**src/rtl/dmem_req_master_if.sv**
```systemverilog
// Data-memory bus between the MEM-stage initiator (master) and the memory/cache responder (slave).
// Address phase: bus_req_o is the valid and bus_addr_ok_i the ready; both high on a clock edge transfers the request.
// Data phase: bus_data_ok_i is a one-cycle strobe, carrying read data or a write acknowledge.
// The master keeps addr/be/wdata/wr unchanged from bus_req_o rising until the transfer edge.
interface dmem_req_master_if #(
    parameter int ADDR_W = 32
);
    logic              bus_req_o;
    logic              bus_wr_o;
    logic [ADDR_W-1:0] bus_addr_o;
    logic [3:0]        bus_be_o;
    logic [31:0]       bus_wdata_o;
    logic              bus_addr_ok_i;
    logic              bus_data_ok_i;
    logic [31:0]       bus_rdata_i;

    modport master (
        output bus_req_o, bus_wr_o, bus_addr_o, bus_be_o, bus_wdata_o,
        input  bus_addr_ok_i, bus_data_ok_i, bus_rdata_i
    );

    modport slave (
        input  bus_req_o, bus_wr_o, bus_addr_o, bus_be_o, bus_wdata_o,
        output bus_addr_ok_i, bus_data_ok_i, bus_rdata_i
    );
endinterface

```
**src/rtl/dmem_req_master.sv**
```systemverilog
// MEM-stage data-memory initiator: one load/store becomes one word-aligned bus access with byte
// enables; load data comes back lane-extracted and extended, with a timeout abort in the data phase.
module dmem_req_master #(
    parameter int TIMEOUT_CYCLES = 255,
    parameter int ADDR_W         = 32
) (
    input  logic              clk,
    input  logic              rst,
    input  logic              req_valid_i,
    input  logic              req_wr_i,
    input  logic [1:0]        req_size_i,
    input  logic              req_sign_i,
    input  logic [ADDR_W-1:0] req_addr_i,
    input  logic [31:0]       req_wdata_i,
    output logic              stall_o,
    output logic              done_o,
    output logic [31:0]       rdata_o,
    output logic              addr_err_o,
    output logic              bus_err_o,
    output logic [1:0]        dbg_state_o,
    dmem_req_master_if.master bus
);

    localparam int CNT_W = $clog2(TIMEOUT_CYCLES + 1);
    localparam logic [CNT_W-1:0] CNT_LAST = CNT_W'(TIMEOUT_CYCLES - 1);

    typedef enum logic [1:0] {
        S_IDLE = 2'd0,
        S_REQ  = 2'd1,
        S_RESP = 2'd2,
        S_DONE = 2'd3
    } state_t;

    state_t            state_q, state_d;
    logic              wr_q, sign_q, err_q;
    logic [1:0]        size_q, lo_q;
    logic [ADDR_W-1:0] addr_q;
    logic [3:0]        be_q;
    logic [31:0]       wdata_q, rdata_q;
    logic [CNT_W-1:0]  cnt_q;

    logic              misaligned;
    logic [3:0]        be_calc;
    logic [31:0]       wdata_calc;
    logic [15:0]       half_w;
    logic [7:0]        byte_w;
    logic [31:0]       load_ext;
    logic              accept, capture, err_set, cnt_clr, cnt_inc, in_req;

    // Byte accesses are always aligned; size 2'b11 behaves as a word.
    always_comb begin
        misaligned = |req_addr_i[1:0];
        case (req_size_i)
            2'b01:   misaligned = req_addr_i[0];
            2'b10:   misaligned = 1'b0;
            default: misaligned = |req_addr_i[1:0];
        endcase
    end

    always_comb begin
        be_calc    = 4'b1111;
        wdata_calc = req_wdata_i;
        case (req_size_i)
            2'b01: begin
                be_calc    = req_addr_i[1] ? 4'b1100 : 4'b0011;
                wdata_calc = {req_wdata_i[15:0], req_wdata_i[15:0]};
            end
            2'b10: begin
                be_calc    = 4'b0001 << req_addr_i[1:0];
                wdata_calc = {4{req_wdata_i[7:0]}};
            end
            default: begin
                be_calc    = 4'b1111;
                wdata_calc = req_wdata_i;
            end
        endcase
    end

    always_comb begin
        half_w   = lo_q[1] ? bus.bus_rdata_i[31:16] : bus.bus_rdata_i[15:0];
        byte_w   = bus.bus_rdata_i[7:0];
        load_ext = bus.bus_rdata_i;
        case (lo_q)
            2'd1:    byte_w = bus.bus_rdata_i[15:8];
            2'd2:    byte_w = bus.bus_rdata_i[23:16];
            2'd3:    byte_w = bus.bus_rdata_i[31:24];
            default: byte_w = bus.bus_rdata_i[7:0];
        endcase
        case (size_q)
            2'b01:   load_ext = sign_q ? {{16{half_w[15]}}, half_w} : {16'h0, half_w};
            2'b10:   load_ext = sign_q ? {{24{byte_w[7]}}, byte_w} : {24'h0, byte_w};
            default: load_ext = bus.bus_rdata_i;
        endcase
    end

    always_comb begin
        state_d    = state_q;
        stall_o    = 1'b0;
        addr_err_o = 1'b0;
        done_o     = 1'b0;
        in_req     = 1'b0;
        accept     = 1'b0;
        capture    = 1'b0;
        err_set    = 1'b0;
        cnt_clr    = 1'b0;
        cnt_inc    = 1'b0;
        case (state_q)
            S_IDLE: begin
                // Gated by rst so the reset-state outputs read zero even with a request pending.
                if (req_valid_i && !rst) begin
                    if (misaligned) begin
                        addr_err_o = 1'b1;
                    end else begin
                        stall_o = 1'b1;
                        accept  = 1'b1;
                        state_d = S_REQ;
                    end
                end
            end
            S_REQ: begin
                stall_o = 1'b1;
                in_req  = 1'b1;
                if (bus.bus_addr_ok_i) begin
                    if (bus.bus_data_ok_i) begin
                        capture = 1'b1;
                        state_d = S_DONE;
                    end else begin
                        cnt_clr = 1'b1;
                        state_d = S_RESP;
                    end
                end
            end
            S_RESP: begin
                stall_o = 1'b1;
                if (bus.bus_data_ok_i) begin
                    capture = 1'b1;
                    state_d = S_DONE;
                end else if (cnt_q == CNT_LAST) begin
                    err_set = 1'b1;
                    state_d = S_DONE;
                end else begin
                    cnt_inc = 1'b1;
                end
            end
            S_DONE: begin
                done_o  = 1'b1;
                state_d = S_IDLE;
            end
            default: state_d = S_IDLE;
        endcase
    end

    always_ff @(posedge clk) begin
        if (rst) begin
            state_q <= S_IDLE;
            wr_q    <= 1'b0;
            sign_q  <= 1'b0;
            size_q  <= 2'b00;
            lo_q    <= 2'b00;
            addr_q  <= '0;
            be_q    <= 4'b0000;
            wdata_q <= 32'h0;
            rdata_q <= 32'h0;
            err_q   <= 1'b0;
            cnt_q   <= '0;
        end else begin
            state_q <= state_d;
            if (accept) begin
                wr_q    <= req_wr_i;
                sign_q  <= req_sign_i;
                size_q  <= req_size_i;
                lo_q    <= req_addr_i[1:0];
                addr_q  <= {req_addr_i[ADDR_W-1:2], 2'b00};
                be_q    <= req_wr_i ? be_calc : 4'b0000;
                wdata_q <= req_wr_i ? wdata_calc : 32'h0;
                rdata_q <= 32'h0;
                err_q   <= 1'b0;
            end
            if (cnt_clr) begin
                cnt_q <= '0;
            end else if (cnt_inc) begin
                cnt_q <= cnt_q + CNT_W'(1);
            end
            if (capture) begin
                rdata_q <= wr_q ? 32'h0 : load_ext;
            end
            if (err_set) begin
                err_q   <= 1'b1;
                rdata_q <= 32'h0;
            end
        end
    end

    // Bus qualifiers are driven only in the address phase so the bus idles at zero.
    assign bus.bus_req_o   = in_req;
    assign bus.bus_wr_o    = in_req & wr_q;
    assign bus.bus_addr_o  = in_req ? addr_q : '0;
    assign bus.bus_be_o    = in_req ? be_q : 4'b0000;
    assign bus.bus_wdata_o = in_req ? wdata_q : 32'h0;

    assign rdata_o     = done_o ? rdata_q : 32'h0;
    assign bus_err_o   = done_o & err_q;
    assign dbg_state_o = state_q;

endmodule

```
**src/flat_wrapper.sv**
```systemverilog
// flat-port wrapper written by rule: the top's interface ports become plain ports
module dmem_req_master_flat 
#(
    parameter int TIMEOUT_CYCLES = 255,
    parameter int ADDR_W         = 32
)
  (clk, rst, req_valid_i, req_wr_i, req_size_i, req_sign_i, req_addr_i, req_wdata_i, stall_o, done_o, rdata_o, addr_err_o, bus_err_o, dbg_state_o, bus_bus_req_o, bus_bus_wr_o, bus_bus_addr_o, bus_bus_be_o, bus_bus_wdata_o, bus_bus_addr_ok_i, bus_bus_data_ok_i, bus_bus_rdata_i);
  dmem_req_master_if #(.ADDR_W(ADDR_W)) bus_i ();
  input  logic clk;
  input  logic rst;
  input  logic req_valid_i;
  input  logic req_wr_i;
  input  logic [1:0] req_size_i;
  input  logic req_sign_i;
  input  logic [ADDR_W-1:0] req_addr_i;
  input  logic [31:0] req_wdata_i;
  output logic stall_o;
  output logic done_o;
  output logic [31:0] rdata_o;
  output logic addr_err_o;
  output logic bus_err_o;
  output logic [1:0] dbg_state_o;
  output wire logic [$bits(bus_i.bus_req_o)-1:0] bus_bus_req_o;
  output wire logic [$bits(bus_i.bus_wr_o)-1:0] bus_bus_wr_o;
  output wire logic [$bits(bus_i.bus_addr_o)-1:0] bus_bus_addr_o;
  output wire logic [$bits(bus_i.bus_be_o)-1:0] bus_bus_be_o;
  output wire logic [$bits(bus_i.bus_wdata_o)-1:0] bus_bus_wdata_o;
  input wire logic [$bits(bus_i.bus_addr_ok_i)-1:0] bus_bus_addr_ok_i;
  input wire logic [$bits(bus_i.bus_data_ok_i)-1:0] bus_bus_data_ok_i;
  input wire logic [$bits(bus_i.bus_rdata_i)-1:0] bus_bus_rdata_i;
  assign bus_bus_req_o = bus_i.bus_req_o;
  assign bus_bus_wr_o = bus_i.bus_wr_o;
  assign bus_bus_addr_o = bus_i.bus_addr_o;
  assign bus_bus_be_o = bus_i.bus_be_o;
  assign bus_bus_wdata_o = bus_i.bus_wdata_o;
  assign bus_i.bus_addr_ok_i = bus_bus_addr_ok_i;
  assign bus_i.bus_data_ok_i = bus_bus_data_ok_i;
  assign bus_i.bus_rdata_i = bus_bus_rdata_i;
  dmem_req_master #(.TIMEOUT_CYCLES(TIMEOUT_CYCLES), .ADDR_W(ADDR_W)) u_core (.clk(clk), .rst(rst), .req_valid_i(req_valid_i), .req_wr_i(req_wr_i), .req_size_i(req_size_i), .req_sign_i(req_sign_i), .req_addr_i(req_addr_i), .req_wdata_i(req_wdata_i), .stall_o(stall_o), .done_o(done_o), .rdata_o(rdata_o), .addr_err_o(addr_err_o), .bus_err_o(bus_err_o), .dbg_state_o(dbg_state_o), .bus(bus_i));
endmodule
```
**config.mk**
```make
export PLATFORM = sky130hd
export DESIGN_NAME = dmem_req_master_flat
export DESIGN_NICKNAME = d
export VERILOG_FILES = /design/src/rtl/dmem_req_master_if.sv /design/src/rtl/dmem_req_master.sv /design/src/flat_wrapper.sv
export SDC_FILE = /design/constraint.sdc
export NUM_CORES = 1
export LEC_CHECK = 0
export BUFFER_PORTS_ARGS = -buffer_cell sky130_fd_sc_hd__buf_4
export CAP_MARGIN = 0
export CORE_MARGIN = 2
export CORE_UTILIZATION = 40
export CTS_CLUSTER_SIZE = 16
export DETAILED_ROUTE_END_ITERATION = 7
export MAX_ROUTING_LAYER = met4
export PLACE_DENSITY = 0.63
export SLEW_MARGIN = 20
export SYNTH_ARGS = -nofsm -noshare
export SYNTH_HDL_FRONTEND = slang
export SYNTH_SLANG_ARGS = --single-unit
export TNS_END_PERCENT = 50
```
**constraint.sdc**
```tcl
create_clock -name clk -period 5.8 [get_ports clk]
set_input_delay 0.29 -clock clk [delete_from_list [all_inputs] [get_ports clk]]
set_output_delay 0.29 -clock clk [all_outputs]
set_load 0.01 [all_outputs]
```
* Yosys cells after proc, flatten, opt, wreduce, memory -nomap -nowiden *
Cells that the tools add are included.

cells by class
  shifts and indexed selects = 1
  add/subtract/negate cells = 1
  reductions and logical operators = 10
  mux-type cells = 48
  equal/unequal tests = 15
  bitwise operators = 2

operators by type and width
  cell                   count
  $mux W32               9
  $pmux W32 S2           2
  $pmux W8 S3            1
  $mux W1                22
  $mux W16               1
  $eq A2 B2 Y1 const B   6
  $mux W4                3
  $mux W2                5
  $add A8 B1 Y8 const B  1
  $eq A2 B1 Y1 const B   4
  $eq A8 B8 Y1 const B   1
  $pmux W2 S4            1
  $pmux W4 S2            1
  $reduce_or A2 Y1       4
  $pmux W1 S2            3
  $ne A2 B2 Y1 const B   2
  $reduce_and A4 Y1      1
  $reduce_bool A2 Y1     2
  $shl A1 B2 Y4 const A  1
  $ne A3 B2 Y1 const B   1
  $and A1 B1 Y1          2
  $logic_not A2 Y1       1
  $ne A2 B1 Y1 const B   1
  $logic_and A1 B1 Y1    1
  $logic_not A1 Y1       1

storage, ports and cells
  register bits = 115
  output and inout port bits = 108
  input bits = 105

* Logic depth before layout (Yosys ltp) *
Gate-level depths: netlist (run 1).

  depth in word-level cells = 7
  gate-level depth with buffers = 10

* Least setup slack after synthesis (run 1) *
No wires, ideal clock.

  kind = input to output
  start = input port req_size_i[0]
  end = output port stall_o
  data required time = 5.510 ns
  slack = 3.765 ns
  path buffers = 3
  stages on the path = 9
  data arrival time = 1.745 ns
  path through = inv_1 -> ha_1 -> buf_2 -> o21ai_1 -> and3_4 -> buf_2 -> buf_2 -> nor2_1 -> nor2_1

between the ends
  word-level cells in the longest chain between the ends = 5
  elaborated cells between the ends (all ways) = 6
  classes of those cells = eq/ne: 2; mux: 4

ends and longest elaborated chain
  item                                          line                    source
  from (decl)                                   flat_wrapper.sv:13      input logic [1:0] req_size_i;
  $eq A2 B2 Y1 or $eq A2 B1 Y1 (tied branches)  dmem_req_master.sv:53   case (req_size_i)
  $pmux W1 S2 (*)                               dmem_req_master.sv:53
  $mux W1 (*)                                   dmem_req_master.sv:111  if (misaligned) begin
  $mux W1 (*)                                   dmem_req_master.sv:110  if (req_valid_i && !rst) begin
  $pmux W1 S2 (*)                               dmem_req_master.sv:107  case (state_q)
  to (decl)                                     flat_wrapper.sv:17      output logic stall_o;

Mark *: on every way between the ends. The rest lies on a longest branch, timed or not.

* Worst setup path after layout (run 1) *
  start = register u_core.state_q[1], in the netlist u_core.dbg_state_o[1]
  end = register u_core.rdata_q[21]

between the ends
  word-level cells in the longest chain between the ends = 3
  elaborated cells between the ends (all ways) = 9
  classes of those cells = eq/ne: 2; mux: 4; reduce/logical: 3

ends and longest elaborated chain
  item                                        line                    source
  from (decl)                                 dmem_req_master.sv:34   state_t state_q, state_d;
  from (signal assigned)                      dmem_req_master.sv:167  state_q <= state_d;
  $eq A2 B2 Y1, or another cell as far along  dmem_req_master.sv:107
  $pmux W1 S2 or $mux W1 (tied branches)      dmem_req_master.sv:107
  $mux W32, or another cell as far along      dmem_req_master.sv:184  if (capture) begin
  to (signal assigned)                        dmem_req_master.sv:185  rdata_q <= wr_q ? 32'h0 : load_ext;
  to (decl)                                   dmem_req_master.sv:39   logic [31:0] wdata_q, rdata_q;

Parallel ways exist; a longest one is shown, timed or not.
A chain may end at the register's enable or synchronous reset.

==> results of run 1 <==
[path summary, 6_finish.rpt]
path	start	endpoint	slack, ns	cells past startpoint
setup reg to reg	u_core.dbg_state_o[1]	u_core.rdata_q[21]	2.80	7
setup / recovery	u_core.dbg_state_o[1]	u_core.rdata_q[21]	2.80	7
hold reg to reg	u_core.rdata_q[16]	u_core.rdata_q[16]	0.44	2
hold / removal	req_addr_i[17]	u_core.addr_q[17]	0.13	3
[registers in the layout, indices dropped and copies added (netlist names)]
name	count
u_core.be_q	4
u_core.size_q	2
u_core.dbg_state_o	2
u_core.wdata_q	32
u_core.lo_q	2
u_core.sign_q	1
u_core.wr_q	1
u_core.rdata_q	32
u_core.cnt_q	8
u_core.err_q	1
u_core.addr_q	30
[layer usage]
layer | track usage [%] | wire length, um | share of wire, % | up-vias
met2 | 37.92 | 8701 | 48 | 252
met1 | 27.56 | 7461 | 42 | 2805
met3 | 6.119 | 1492 | 8.3 | 24
met4 | 7.974 | 319 | 1.8 | 0
met5 | - | 0 | 0 | -
li1 | - | - | - | 2867
[report_power, final]
group	switching, mW	internal [mW]
Combinational	0.294	0.187
Sequential	0.0298	0.830
Clock	0.360	0.708
[cells by family (layout without fill, tap and decap cells)]
| kind of cell | count (synthesis) | after routing | synth area share [%] |
|---|---|---|---|
| buffers and inverters | 85 | 265 | 6.367 |
| other | 1 | 2 | 0.06361 |
| adders and majority gates | 10 | 10 | 2.122 |
| xor gates and xnor gates | 7 | 7 | 1.040 |
| muxes | 10 | 10 | 2.016 |
| DFF | 115 | 115 | 39.05 |
| AOI/OAI and AO/OA | 182 | 182 | 20.80 |
| and+or+nand+nor | 335 | 335 | 28.54 |
[tightest hold or removal path: cells and delay by family]
| kind | cells | cell delay, ns |
|---|---|---|
| buf+inv | 1 | 0.11 |
| compound gates | 1 | 0.05 |
| simple gates | 1 | 0.04 |
[cell usage in the layout, fill, tap and decap left out, types with 2 or more instances in the layout]
cell,instances
clkinv_4,2
a211oi_1,2
nand3_1,17
buf_4,212
o21a_1,2
nand2b_1,27
clkbuf_16,17
nand4_1,5
nand3b_1,2
ha_1,8
and3_1,2
o211ai_1,2
conb_1,2
o2bb2ai_1,7
xor2_1,6
bufinv_16,3
clkbuf_8,3
a21oi_1,83
and2_1,104
nor2b_1,2
dfxtp_1,115
or2_2,3
o21ai_1,2
clkinv_2,4
nor2_1,53
a21o_1,3
a221o_1,9
o21ai_0,15
clkbuf_1,3
a32oi_1,23
a221oi_1,9
nand2_1,114
mux2_2,7
mux2_4,2
inv_1,21
a22o_1,7
a22oi_1,10
[layout make-up]
class | instances | area (um2) | share of cell area, %
Clock buffer | 23 | 478.0 | 5.937
Clock inverter | 9 | 127.6 | 1.585
Inverter | 21 | 78.83 | 0.9792
Multi-Input combinational cell | 546 | 3242 | 40.27
Sequential cell | 115 | 2302 | 28.60
Tap cell | 184 | 230.2 | 2.860
Timing Repair Buffer | 212 | 1592 | 19.77
==> reports/metrics.cfg, run 1 <==
[status]
run_status=finished clean

[route]
ant_nets=0
drc=0
via_per_inst=5.359
wl_per_cell_um=16.19
drt-total-wl_um=17980
detail_route.iter0.violations=390
first_pass_iters=5
vias=5948

[placement]
io_buffers=210
gp_routability_congestion=0.9157
dpl.cell_count=1078
hpwl_um=12710
post_dp_cell_area_um2=7432
dpl_worst_slack_ns=2.460

[synthesis]
synth_edf_count=0
syn_inst=745
avgSynthCellArea_um2=7.914
synth.distinct_cells=50
synthArstFlopShare_pct=0
yosysMostFrequentCell=dfxtp_1
yosysTopAreaCellShare_pct=39.05
ys_top_cells_by_area=dfxtp_1, and2_1, nand2_1, a21oi_1, a32oi_1
netlist_area_um2=5896
synth_common_cells=dfxtp_1, nand2_1, and2_1
synth-seq-cells=115
yosysWarningCount=0
synth_ff_type=dfxtp_1
synth.largest_area_cell=dfxtp_1
ys_seq_area_share_pct=39.05

[cells_and_area]
diodes=0
n_fill_cell=1368
final_area_um2=8050
drive_gt1_share_pct=28.29
nNetsFinal=1028
synthToLayoutAreaGrowth_pct=36.54
fin_util_pct=55.60
instances_no_fill=1110

[worst_setup_path]
crit_path_max_incr_delay_ns=0.88
crit_fanout=72
critPathCaptureType=flip-flop
required_ns=6.13
critPathSlowestCell=a211oi_2
start_kind=flip-flop
crit_buf_inv=1
path_class=reg -> reg
crit_family=compound AO/OA/AOI/OAI gates
worst_ep_arrival_time_ns=3.33
path_cells=inv_1, ha_4, a21o_1, nand3b_1, a211oi_2, o21ai_0, a21oi_1

[timing]
fin_worst_skew_ns=0.003051
setup_viol_count_final=0
finalMaxSlewViolations=0
fmax_ghz=0.3338
tightest_slew_ns=0.9491
finalCritPeriodShare_pct=51.65
hold_viol_final=0
period_minus_slack_ns=2.996
hold-worst-slack_ns=0.1284
max_slew_margin_pct=35.90
rsz0062_at_grt=false
finalSetupTns_ns=0
layout_setup_ws_ns=2.804

[clock_tree]
cts-resized-gates=0
cts_tree=built
clock_sinks=115
clock_latency_ns=0.41
postCtsHoldBufs=0
cts_root_buf=clkbuf_16
path_clk_slew_ns=0.05
htree_levels=4
clockBufferDepth=2
cts_buffers=17
postCtsSetupBuffers=0

[power_and_ir_drop]
ir_worst_vdd_mv=0.1770
p_leak_nw=3.469
finalPower_mw=2.408
p_per_area_nw_per_um2=299.1

[global_route]
track_usage_pct=23.13
antenna_found_initial=0
grt_pass1_wl_um=28770
grt_max_degree=83
grt_pass1_vias=5820
overflow=0

[flow_run]
drv_cap=0

[min_path]
worstHoldPathType=in -> reg

[die]
row_count=44
die_h_um=125.4
start_util_pct=40.72
dieArea_um2=15730
ioPinCount=213
coreArea_um2=14480
fp.dieW_um=125.4

(Power assumes the default switching activity.)
==> run 2: changes to the inputs <==
Clock period 5.8 ns to 2.9 ns, I/O delays scaled along.
==> run 2 against run 1 <==
  * Sequential cell count unchanged
  * Non-clock buffer count up 40
  * Register-to-register slack worse by 2.2 ns
  * Wire length up 1.1%
  * Cell count up 3.6%
  * Power up 100%
  * Sequential power up 99%
  * Global-route usage up 0.39 points
  * Sequential share of layout area down 1.4 points
  * Critical path type unchanged
  * Critical endpoint is now u_core.rdata_q[20]
==> reports/metrics.cfg, run 2 (same netlist as run 1, synthesis figures left out) <==
[global_route]
grt_max_degree=82  ; -1.2%
overflow=0  ; unchanged
grt_pass1_vias=5867  ; +0.81%
track_usage_pct=23.52  ; +0.39 points
antenna_found_initial=1  ; +1
grt_pass1_wl_um=29320  ; +1.9%

[power_and_ir_drop]
p_leak_nw=3.650  ; +5.2%
p_sw_share_pct=27.66  ; -0.73 points
clkPwrFrac_pct=44.7  ; +0.4 points
ir_worst_vdd_mv=0.3289  ; +86%
p_seq_share_pct=34.7  ; -1.0 points
p_sw_mw=1.363  ; +99%
internal_power_mw=3.565  ; +110%
p_per_area_nw_per_um2=583.2  ; +95%
pwr-share-comb_pct=20.6  ; +0.6 points

[timing]
tightest_slew_ns=0.8928  ; -0.05624 ns
finalMaxSlewViolations=0  ; unchanged
hold-worst-slack_ns=0.02616  ; -0.1023 ns
finalSetupTns_ns=0  ; unchanged
layout_setup_ws_ns=0.5750  ; -2.229 ns
setup_viol_count_final=0  ; unchanged
rsz0062_at_grt=false
hold_viol_final=0  ; unchanged
fin_worst_skew_ns=0.006398  ; +0.003348 ns
max_slew_margin_pct=40.48  ; +4.6 points
finalCritPeriodShare_pct=80.17  ; +29 points
fmax_ghz=0.4301  ; +29%
period_minus_slack_ns=2.325  ; -0.6709 ns

[worst_setup_path]
worst_ep_arrival_time_ns=2.66  ; -0.67 ns
path_class=reg -> reg
crit_fanout=16  ; -78%
r2r-end=u_core.rdata_q[20]
reg2reg_from=u_core.dbg_state_o[0]
crit_path_end=u_core.rdata_q[20]
reg2reg_depth=8  ; +1
start_kind=flip-flop
required_ns=3.23  ; -2.90 ns
crit_path_start=u_core.dbg_state_o[0]
r2r_slack_ns=0.57  ; -2.23 ns
critPathCaptureType=flip-flop

[placement]
gp_routability_congestion=0.8771  ; -4.2%
post_dp_cell_area_um2=7520  ; +1.2%
dpl_worst_slack_ns=0.5802  ; -1.880 ns
hpwl_um=12590  ; -0.89%
io_buffers=210  ; unchanged

[clock_tree]
postCtsSetupBuffers=0  ; unchanged
cts_buffers=17  ; unchanged
clock_latency_ns=0.41  ; about the same
cts_root_buf=clkbuf_16
cts-resized-gates=0  ; unchanged
postCtsHoldBufs=30  ; +30
clockBufferDepth=2  ; unchanged
clock_sinks=115  ; unchanged
htree_levels=4  ; unchanged
path_clk_slew_ns=0.05  ; about the same
cts_tree=built

[route]
vias=6052  ; +1.7%
ant_nets=0  ; unchanged
via_per_inst=5.263  ; -1.8%
detail_route.iter0.violations=417  ; +6.9%
first_pass_iters=6  ; +1
wl_per_cell_um=15.79  ; -2.5%
drt-total-wl_um=18160  ; +1.1%
drc=0  ; unchanged

[cells_and_area]
drive_gt1_share_pct=28.29  ; about the same
synthToLayoutAreaGrowth_pct=43.34
final_area_um2=8451  ; +5.0%
nNetsFinal=1068  ; +3.9%
final_cell_mix=buf_4, dfxtp_1, nand2_1, and2_1, a21oi_1
fin_util_pct=58.37  ; +2.8 points
layout_commonest_cell=buf_4
top_regs=u_core.rdata_q: 32 flops, u_core.wdata_q: 32 flops, u_core.addr_q: 30 flops

[die]
fp.dieW_um=125.4  ; unchanged
coreArea_um2=14480  ; unchanged
die_h_um=125.4  ; unchanged
dieArea_um2=15730  ; unchanged
start_util_pct=40.72  ; unchanged
row_count=44  ; unchanged
ioPinCount=213  ; unchanged

[flow_run]
drv_cap=0  ; unchanged

[min_path]
worstHoldPathType=in -> reg

[status]
run_status=finished clean

run 2: layer usage:
| metal | vias up | share of wire [%] | global-route usage [%] |
|---|---|---|---|
| li1 | 2957 | - | - |
| met1 | 2846 | 41 | 27.55 |
| met2 | 224 | 50 | 38.59 |
| met3 | 25 | 7.0 | 7.103 |
| met4 | 0 | 2.0 | 7.908 |
| met5 | - | 0 | - |
run 2: area by class of cell:
type	instances	area, um2
diodes	1	2.502
well taps	184	230.2
flip-flops and latches	115	2302
clock buffers	21	470.5
multi-input cells	546	3232
inverters	21	78.83
clock inverters	10	155.1
repair buffers	252	1979
fillers	1294	6028
run 2: how the worst min path moves through the flow:
stage                               from  slack (ns)                end  cells past startpoint
after global placement     req_addr_i[2]        0.39   u_core.addr_q[2]                      3
final                         req_sign_i        0.03      u_core.sign_q                      3
after global routing          req_sign_i       0.007      u_core.sign_q                      3
after floorplan           req_addr_i[10]        0.28  u_core.addr_q[10]                      2
after detailed placement  req_addr_i[27]        0.40  u_core.addr_q[27]                      3
after CTS                  req_addr_i[1]       0.005     u_core.lo_q[1]                      3
run 2: power by group through the flow:
| stage | Sequential [mW] | Clock (mW) | Combinational (mW) |
|---|---|---|---|
| CTS | 1.71 | 2.25 | 1.02 |
| detailed placement | 1.74 | 0 | 0.988 |
| finish | 1.71 | 2.20 | 1.01 |
| floorplan | 1.73 | 0 | 0.618 |
| global placement | 1.74 | 0 | 0.963 |
| global route | 1.72 | 2.33 | 1.12 |
run 2: worst max-delay path: stages (launching register included):
cell and delay, ns:
dfxtp_1 0.41, inv_1 0.11, ha_1 0.33, and2_1 0.19, nand3b_1 0.38, a211oi_2 0.32, buf_4 0.23, o21ai_0 0.12
a21oi_1 0.16
run 2: through the flow:
step / cells / total power [mW]
floorplan: 746 / 2.350
global placement: 1088 / 2.701
detailed placement: 1088 / 2.730
CTS: 1149 / 4.983
global route: 1150 / 5.169
finish: 1150 / 4.928
